===== src/rtl/mod_add_pkg.sv =====
// -----------------------------------------------------------------------------
// mod_add_pkg
// Shared definitions for the arbitrated modular adder (mod_add_arb) and its
// combinational datapath (mod_adder).
//   DEFAULT_BITWIDTH : default operand / modulus / result width
//   state_e          : output-register state, EMPTY (no result) / FULL (held)
// -----------------------------------------------------------------------------
package mod_add_pkg;

  localparam int DEFAULT_BITWIDTH = 32;

  typedef enum logic {
    EMPTY = 1'b0,
    FULL  = 1'b1
  } state_e;

endpackage : mod_add_pkg


===== src/rtl/mod_adder.sv =====
// -----------------------------------------------------------------------------
// mod_adder
// Combinational modular adder: o_sum = (i_a + i_b) mod i_q for operands that
// are already reduced (i_a, i_b < i_q). The sum is formed at BITWIDTH+1 bits,
// so the carry is never lost, and a single conditional subtraction of i_q
// brings it back into range.
// Ports:
//   i_a, i_b : operands        (BITWIDTH)
//   i_q      : modulus         (BITWIDTH)
//   o_sum    : reduced sum     (BITWIDTH)
// -----------------------------------------------------------------------------
module mod_adder
  import mod_add_pkg::*;
#(
  parameter int BITWIDTH = DEFAULT_BITWIDTH
) (
  input  logic [BITWIDTH-1:0] i_a,
  input  logic [BITWIDTH-1:0] i_b,
  input  logic [BITWIDTH-1:0] i_q,
  output logic [BITWIDTH-1:0] o_sum
);

  logic [BITWIDTH:0] w_sum;
  logic [BITWIDTH:0] w_q;

  assign w_sum = {1'b0, i_a} + {1'b0, i_b};
  assign w_q   = {1'b0, i_q};

  // With reduced operands the sum is below 2*i_q, so one subtraction suffices
  // and the result always fits back into BITWIDTH bits. Out-of-range operands
  // get the same single correction and nothing more.
  assign o_sum = BITWIDTH'((w_sum >= w_q) ? (w_sum - w_q) : w_sum);

endmodule : mod_adder


===== src/rtl/mod_add_arb.sv =====
// -----------------------------------------------------------------------------
// mod_add_arb
// NUM_REQ requesters share one modular adder through a round-robin arbiter.
// A granted request is reduced mod iQ and captured in a single output
// register guarded by a two-state (EMPTY/FULL) valid/ready handshake that
// sustains one result per cycle with no bubble.
// Optional build macro MOD_ADD_ARB_RANGE_CHK_EN adds oErr, flagging accepted
// operands that are not below the modulus.
// Ports:
//   iClk, iRstN          : clock (rising edge), async active-low reset
//   iEn                  : grant enable
//   iClr                 : synchronous clear (drops held result, ptr -> 0)
//   iQ                   : modulus, held stable while oValid=1
//   iReqValid            : per-requester valid
//   oReqReady            : one-hot grant, combinational
//   iReqData0, iReqData1 : operands, requester i at [i*BITWIDTH +: BITWIDTH]
//   oValid, iReady       : result handshake
//   oData, oId           : (d0+d1) mod iQ and the granted requester index
//   oErr                 : operand range error (MOD_ADD_ARB_RANGE_CHK_EN only)
// -----------------------------------------------------------------------------
module mod_add_arb
  import mod_add_pkg::*;
#(
  parameter int BITWIDTH = DEFAULT_BITWIDTH,
  parameter int NUM_REQ  = 4
) (
  input  logic                          iClk,
  input  logic                          iRstN,
  input  logic                          iEn,
  input  logic                          iClr,
  input  logic [BITWIDTH-1:0]           iQ,
  input  logic [NUM_REQ-1:0]            iReqValid,
  output logic [NUM_REQ-1:0]            oReqReady,
  input  logic [NUM_REQ*BITWIDTH-1:0]   iReqData0,
  input  logic [NUM_REQ*BITWIDTH-1:0]   iReqData1,
  output logic                          oValid,
  input  logic                          iReady,
  output logic [BITWIDTH-1:0]           oData,
  output logic [$clog2(NUM_REQ)-1:0]    oId
`ifdef MOD_ADD_ARB_RANGE_CHK_EN
  ,
  output logic                          oErr
`endif
);

  localparam int IDW = $clog2(NUM_REQ);

  state_e              r_state;
  logic [IDW-1:0]      r_ptr;
  logic [IDW-1:0]      r_id;
  logic [BITWIDTH-1:0] r_data;

  logic                w_gnt_ok;
  logic                w_hit;
  logic                w_gnt;
  logic [IDW-1:0]      w_gnt_idx;
  logic [BITWIDTH-1:0] w_d0;
  logic [BITWIDTH-1:0] w_d1;
  logic [BITWIDTH-1:0] w_sum;

  // Wrap an index in [0, 2*NUM_REQ-2] back into [0, NUM_REQ-1].
  function automatic logic [IDW-1:0] wrap_idx(input int v);
    return IDW'((v >= NUM_REQ) ? (v - NUM_REQ) : v);
  endfunction

  // The output slot can take a new result when it is empty or being drained
  // this very cycle. Reset is folded in so oReqReady stays low while held.
  assign w_gnt_ok = iRstN && iEn && !iClr && (iQ != '0) &&
                    ((r_state == EMPTY) || iReady);

  // Round-robin search: first valid requester at or after r_ptr.
  // NOTE: every always_comb output gets a default before the loop so no path
  // leaves it unassigned; otherwise a latch is inferred.
  always_comb begin
    w_hit     = 1'b0;
    w_gnt_idx = '0;
    for (int k = 0; k < NUM_REQ; k++) begin
      if (!w_hit && iReqValid[wrap_idx(int'(r_ptr) + k)]) begin
        w_hit     = 1'b1;
        w_gnt_idx = wrap_idx(int'(r_ptr) + k);
      end
    end
  end

  assign w_gnt     = w_gnt_ok && w_hit;
  assign oReqReady = w_gnt ? (NUM_REQ'(1) << w_gnt_idx) : '0;

  assign w_d0 = iReqData0[w_gnt_idx*BITWIDTH +: BITWIDTH];
  assign w_d1 = iReqData1[w_gnt_idx*BITWIDTH +: BITWIDTH];

  mod_adder #(
    .BITWIDTH (BITWIDTH)
  ) u_mod_adder (
    .i_a   (w_d0),
    .i_b   (w_d1),
    .i_q   (iQ),
    .o_sum (w_sum)
  );

`ifdef MOD_ADD_ARB_RANGE_CHK_EN
  logic r_err;
  logic w_err;

  assign w_err = (w_d0 >= iQ) || (w_d1 >= iQ);
  assign oErr  = r_err;
`endif

  // NOTE: state registers use non-blocking assignments so every register
  // samples pre-edge values and simulation matches the synthesized flops.
  always_ff @(posedge iClk or negedge iRstN) begin
    if (!iRstN) begin
      r_state <= EMPTY;
      r_ptr   <= '0;
      r_id    <= '0;
      r_data  <= '0;
`ifdef MOD_ADD_ARB_RANGE_CHK_EN
      r_err   <= 1'b0;
`endif
    end else if (iClr) begin
      // Clear outranks everything; w_gnt is already low here.
      r_state <= EMPTY;
      r_ptr   <= '0;
`ifdef MOD_ADD_ARB_RANGE_CHK_EN
      r_err   <= 1'b0;
`endif
    end else begin
      unique case (r_state)
        EMPTY: if (w_gnt) r_state <= FULL;
        FULL:  if (iReady && !w_gnt) r_state <= EMPTY;
      endcase

      if (w_gnt) begin
        r_data <= w_sum;
        r_id   <= w_gnt_idx;
        r_ptr  <= wrap_idx(int'(w_gnt_idx) + 1);
`ifdef MOD_ADD_ARB_RANGE_CHK_EN
        r_err  <= w_err;
      end else if ((r_state == FULL) && iReady) begin
        r_err  <= 1'b0;
`endif
      end
    end
  end

  assign oValid = (r_state == FULL);
  assign oData  = r_data;
  assign oId    = r_id;

endmodule : mod_add_arb


===== config.mk =====
export PLATFORM = sky130hd
export DESIGN_NAME = mod_add_arb
export DESIGN_NICKNAME = d
export VERILOG_FILES = /design/src/rtl/mod_add_pkg.sv /design/src/rtl/mod_adder.sv /design/src/rtl/mod_add_arb.sv
export SDC_FILE = /design/constraint.sdc
export NUM_CORES = 1
export LEC_CHECK = 0
export ABC_CLOCK_PERIOD_IN_PS = 15100
export CORE_ASPECT_RATIO = 1.1
export CORE_MARGIN = 3
export CORE_UTILIZATION = 40
export CTS_CLUSTER_DIAMETER = 50
export DETAILED_ROUTE_END_ITERATION = 10
export PLACE_DENSITY = 0.81
export SLEW_MARGIN = 20
export SYNTH_ARGS = -nofsm -noshare
export SYNTH_HDL_FRONTEND = slang
export SYNTH_HIERARCHICAL = 1
export SYNTH_SLANG_ARGS = --single-unit

===== constraint.sdc =====
create_clock -name iClk -period 15.1 [get_ports iClk]
set_clock_uncertainty 0.2 [all_clocks]
set_input_delay 3.775 -clock iClk [delete_from_list [all_inputs] [get_ports iClk]]
set_output_delay 3.775 -clock iClk [all_outputs]
set_load 0.01 [all_outputs]

==> summary.md <==
| Metric | Value |
|---|---|
| Post-synth EDFFs | 0 |
| Skew-Pair Late Insertion Delay | 0.29 ns |
| Required time of the critical path | 15.08 ns |
| #FFs+latches synth | 37 |
| Final hold violation count | 0 |
| Synth Flop Type | dfrtp_1 |
| First DRT Iteration DRCs | 367 |
| DRT Pass-1 Iters | 6 |
| Critical Path Start Type | input port |
| Htree depth | 2 |
| Largest net degree at the start of global routing | 133 |
| Initial core utilization | 0.4145 |
| Grt peak-use layer | met2 |
| HPWL after detailed placement | 23570 microns |
| Clock-pin slew on the worst setup and hold paths | 0.06 ns |
| Total negative slack | 0 ns |
| Seq/Total Area, Yosys | 0.1192 |
| Outcome | completed |
| Routability cong. | 0.9380 |
| Total Power | 0.001942 W |
| Syn Std Cell Area | 7766 sq um |
| Cells after Synth | 885 |
| RSZ-0062 raised after global routing | no |
| Synth Net Count | 1252 |
| Slack of the critical path | 3.967 ns |
| Die Y | 152.1 microns |
| Max Clock Freq | 89.82 MHz |
| Slew Limit Headroom | 0.3366 |
| Met1 Usage GRT | 0.2914 |
| Share of cells above drive strength 1 | 0.05724 |
| Hold path start | oData[23] |
| Grt ovf | 0 |
| Syn-to-layout area delta | 45.98% |
| Setup Crit Path Kind | in -> reg |
| Pins over their slew limit | 0 |
| Async SR Flop Fraction | 1.000 |
| # port buffers | 335 |
| VDD IR-drop max | 0.1026 mV |
| Ports | 336 |
| Clock Tree Buf Depth | 2 |
| Final setup violation count | 0 |
| Fin crit period | 11.13 ns |
| Leak | 5.611 nW |
| Total GRT Usage | 0.2430 |
| Pre-CTS setup slack | 3.748 ns |
| Post-route cell area | 11340 sq um |
| Root Buffer | clkbuf_16 |
| MaxCap Viol Count | 0 |
| CTS tree | done |
| Dpl cell area | 11150 sq um |
| Synth warn | 6 |
| WL/cell | 18.97 microns |
| Worst hold-check path type | reg -> reg |
| Core ar. | 18740 sq um |
| Placed cells | 1423 |
| Total Wirelength | 27210 microns |
| Fin crit share | 0.7373 |
| Final #Nets | 1554 |
| Critical path arrival | 11.11 ns |
| Power per cell area | 171.3 nW/um^2 |
| Avg Cell Area, Syn | 8.775 sq um |
| Grt met2 use | 0.4349 |
| Worst r2r src | r_ptr[0] |
| DRC | 0 |
| # rows | 52 |
| Met3 Usage GRT | 0.04394 |
| CP Launch Point | iReqValid[0] |
| Die width | 138.9 microns |
| Via count | 7790 |
| CTS hold repair buffers | 0 |
| Final non-filler cell total | 1434 |
| CTS Buf Count | 5 |
| Via/cell ratio | 5.432 |
| Setup crit end kind | register |
| Post-CTS Setup Inserts | 0 |
| Initial antenna violation count | 3 |
| Vias in the first global route | 7952 |
| Detail Route Antenna Nets | 0 |
| Resized cells post-CTS | 0 |
| Synth unique cells | 66 |
| Die ar. | 21130 sq um |
| Slew @ Worst Pin | 0.9950 ns |
| Worst-path maximum fanout | 36 |
| First-pass GRT wire length | 41750 microns |
| Clock Sinks | 37 |
## worst paths after layout
kind | to | slack, ns | cells past startpoint
max | oData[31] | 3.97 | 25
min | oData[23] | 0.29 | 1
max reg2reg | oData[31] | 7.68 | 26
min reg2reg | oData[23] | 0.29 | 1
max in group asynchronous | oData[7] | 10.99 | 2
min in group asynchronous | oData[31] | 3.34 | 2
## synth_stat cells, types with 5 or more instances
| library cell | number | area (sq um) |
|---|---|---|
| buf_4 | 11 | 82.58 |
| clkbuf_1 | 15 | 56.30 |
| o21bai_1 | 6 | 45.04 |
| nor3_1 | 7 | 35.03 |
| xor2_1 | 29 | 254.0 |
| mux2_4 | 29 | 435.4 |
| mux2i_1 | 195 | 1952 |
| a211oi_1 | 9 | 67.56 |
| xnor2_1 | 25 | 219.0 |
| inv_1 | 58 | 217.7 |
| buf_12 | 5 | 100.1 |
| ha_1 | 68 | 850.8 |
| a21oi_1 | 65 | 325.3 |
| dfrtp_1 | 37 | 925.9 |
| nor4_1 | 11 | 68.82 |
| buf_2 | 10 | 50.05 |
| mux2_2 | 5 | 56.30 |
| o21ai_1 | 5 | 25.02 |
| nor2_1 | 41 | 153.9 |
| nand2_1 | 37 | 138.9 |
| o211ai_1 | 7 | 52.55 |
| nand4_1 | 11 | 68.82 |
| a31oi_1 | 5 | 31.28 |
| nand3_1 | 16 | 80.08 |
| o31ai_1 | 5 | 37.54 |
| nor2b_1 | 6 | 37.54 |
| mux2_1 | 31 | 349.1 |
| o21ai_0 | 36 | 180.2 |
| a21o_1 | 36 | 270.3 |
## cell type report
type | count | area, sq um
repair buffers | 340 | 3398
inverters | 60 | 225.2
clock inverters | 2 | 37.54
multi-input cells | 743 | 6300
fillers | 1691 | 7401
flip-flops and latches | 37 | 925.9
clock buffers | 6 | 138.9
diodes | 3 | 7.507
well taps | 243 | 304.0
## cells in the final DEF, fill, tap and decap left out, types with 6 or more instances in the layout
master	n
nor4_1	11
mux2i_1	195
ha_1	68
dfrtp_1	37
a21o_1	36
nand3_1	16
nand4_1	11
xnor2_1	25
nor2b_1	6
o211ai_1	7
clkdlybuf4s50_1	334
a211oi_1	9
xor2_1	29
mux2_4	29
nor2_1	41
a21oi_1	65
inv_1	58
mux2_1	31
o21bai_1	6
nor3_1	7
o21ai_0	36
nand2_1	37
## cells by family (layout without fill, tap and decap cells)
logic type / Yosys count / after routing / share of synthesized area
mux: 260 / 260 / 0.3596
compound gates: 211 / 211 / 0.1811
simple gates: 148 / 148 / 0.09248
buf+inv: 105 / 408 / 0.07202
fa+ha+maj: 70 / 70 / 0.1147
xor+xnor: 54 / 54 / 0.06090
flops: 37 / 37 / 0.1192
other cells: 0 / 3 / 0
## registers in the layout (all words and copies together) (netlist names)
register  flops
oData        32
oId           2
r_ptr         2
oValid        1
## per-layer routing
| layer | part of all wire | up-vias | wire length (microns) |
|---|---|---|---|
| met5 | 0 | - | 0 |
| met4 | 0.032 | 0 | 882 |
| met3 | 0.056 | 49 | 1526 |
| met2 | 0.51 | 267 | 13790 |
| met1 | 0.40 | 3591 | 11010 |
| li1 | - | 3883 | - |
## through the flow
| stage | hold slack [ns] | utilization |
|---|---|---|
| detailed placement | 0.2744 | 0.5952 |
| finish | 0.2880 | 0.6050 |
| CTS | 0.2878 | 0.6046 |
| global route | 0.3002 | 0.6050 |
| global placement | 0.2691 | 0.5952 |
| floorplan | 0.3140 | - |
## critical path, stage by stage
cell             delay (ns)
clkdlybuf4s50_1        0.48
nor4_1                 0.51
or2_4                  0.62
buf_4                  0.57
mux2i_1                0.16
ha_1                   0.26
fa_1                   0.42
a21oi_1                0.18
o21ai_1                0.11
o21ai_1                0.24
a31oi_2                0.21
o2111ai_2              0.30
nand2_1                0.18
a311oi_1               0.47
ha_1                   0.23
inv_1                  0.09
nor2_1                 0.19
o211ai_1               0.12
a31oi_1                0.26
o21ai_0                0.16
a31o_2                 0.24
o211ai_4               0.06
buf_4                  0.52
mux2_2                 0.41
mux2_1                 0.27
## power by group
group          total, W  internal (W)  switching (W)
clock network  0.000126     0.0000824      0.0000439
registers      0.000171      0.000146      0.0000250
logic           0.00164      0.000835       0.000809
(Power assumes the default switching activity.)
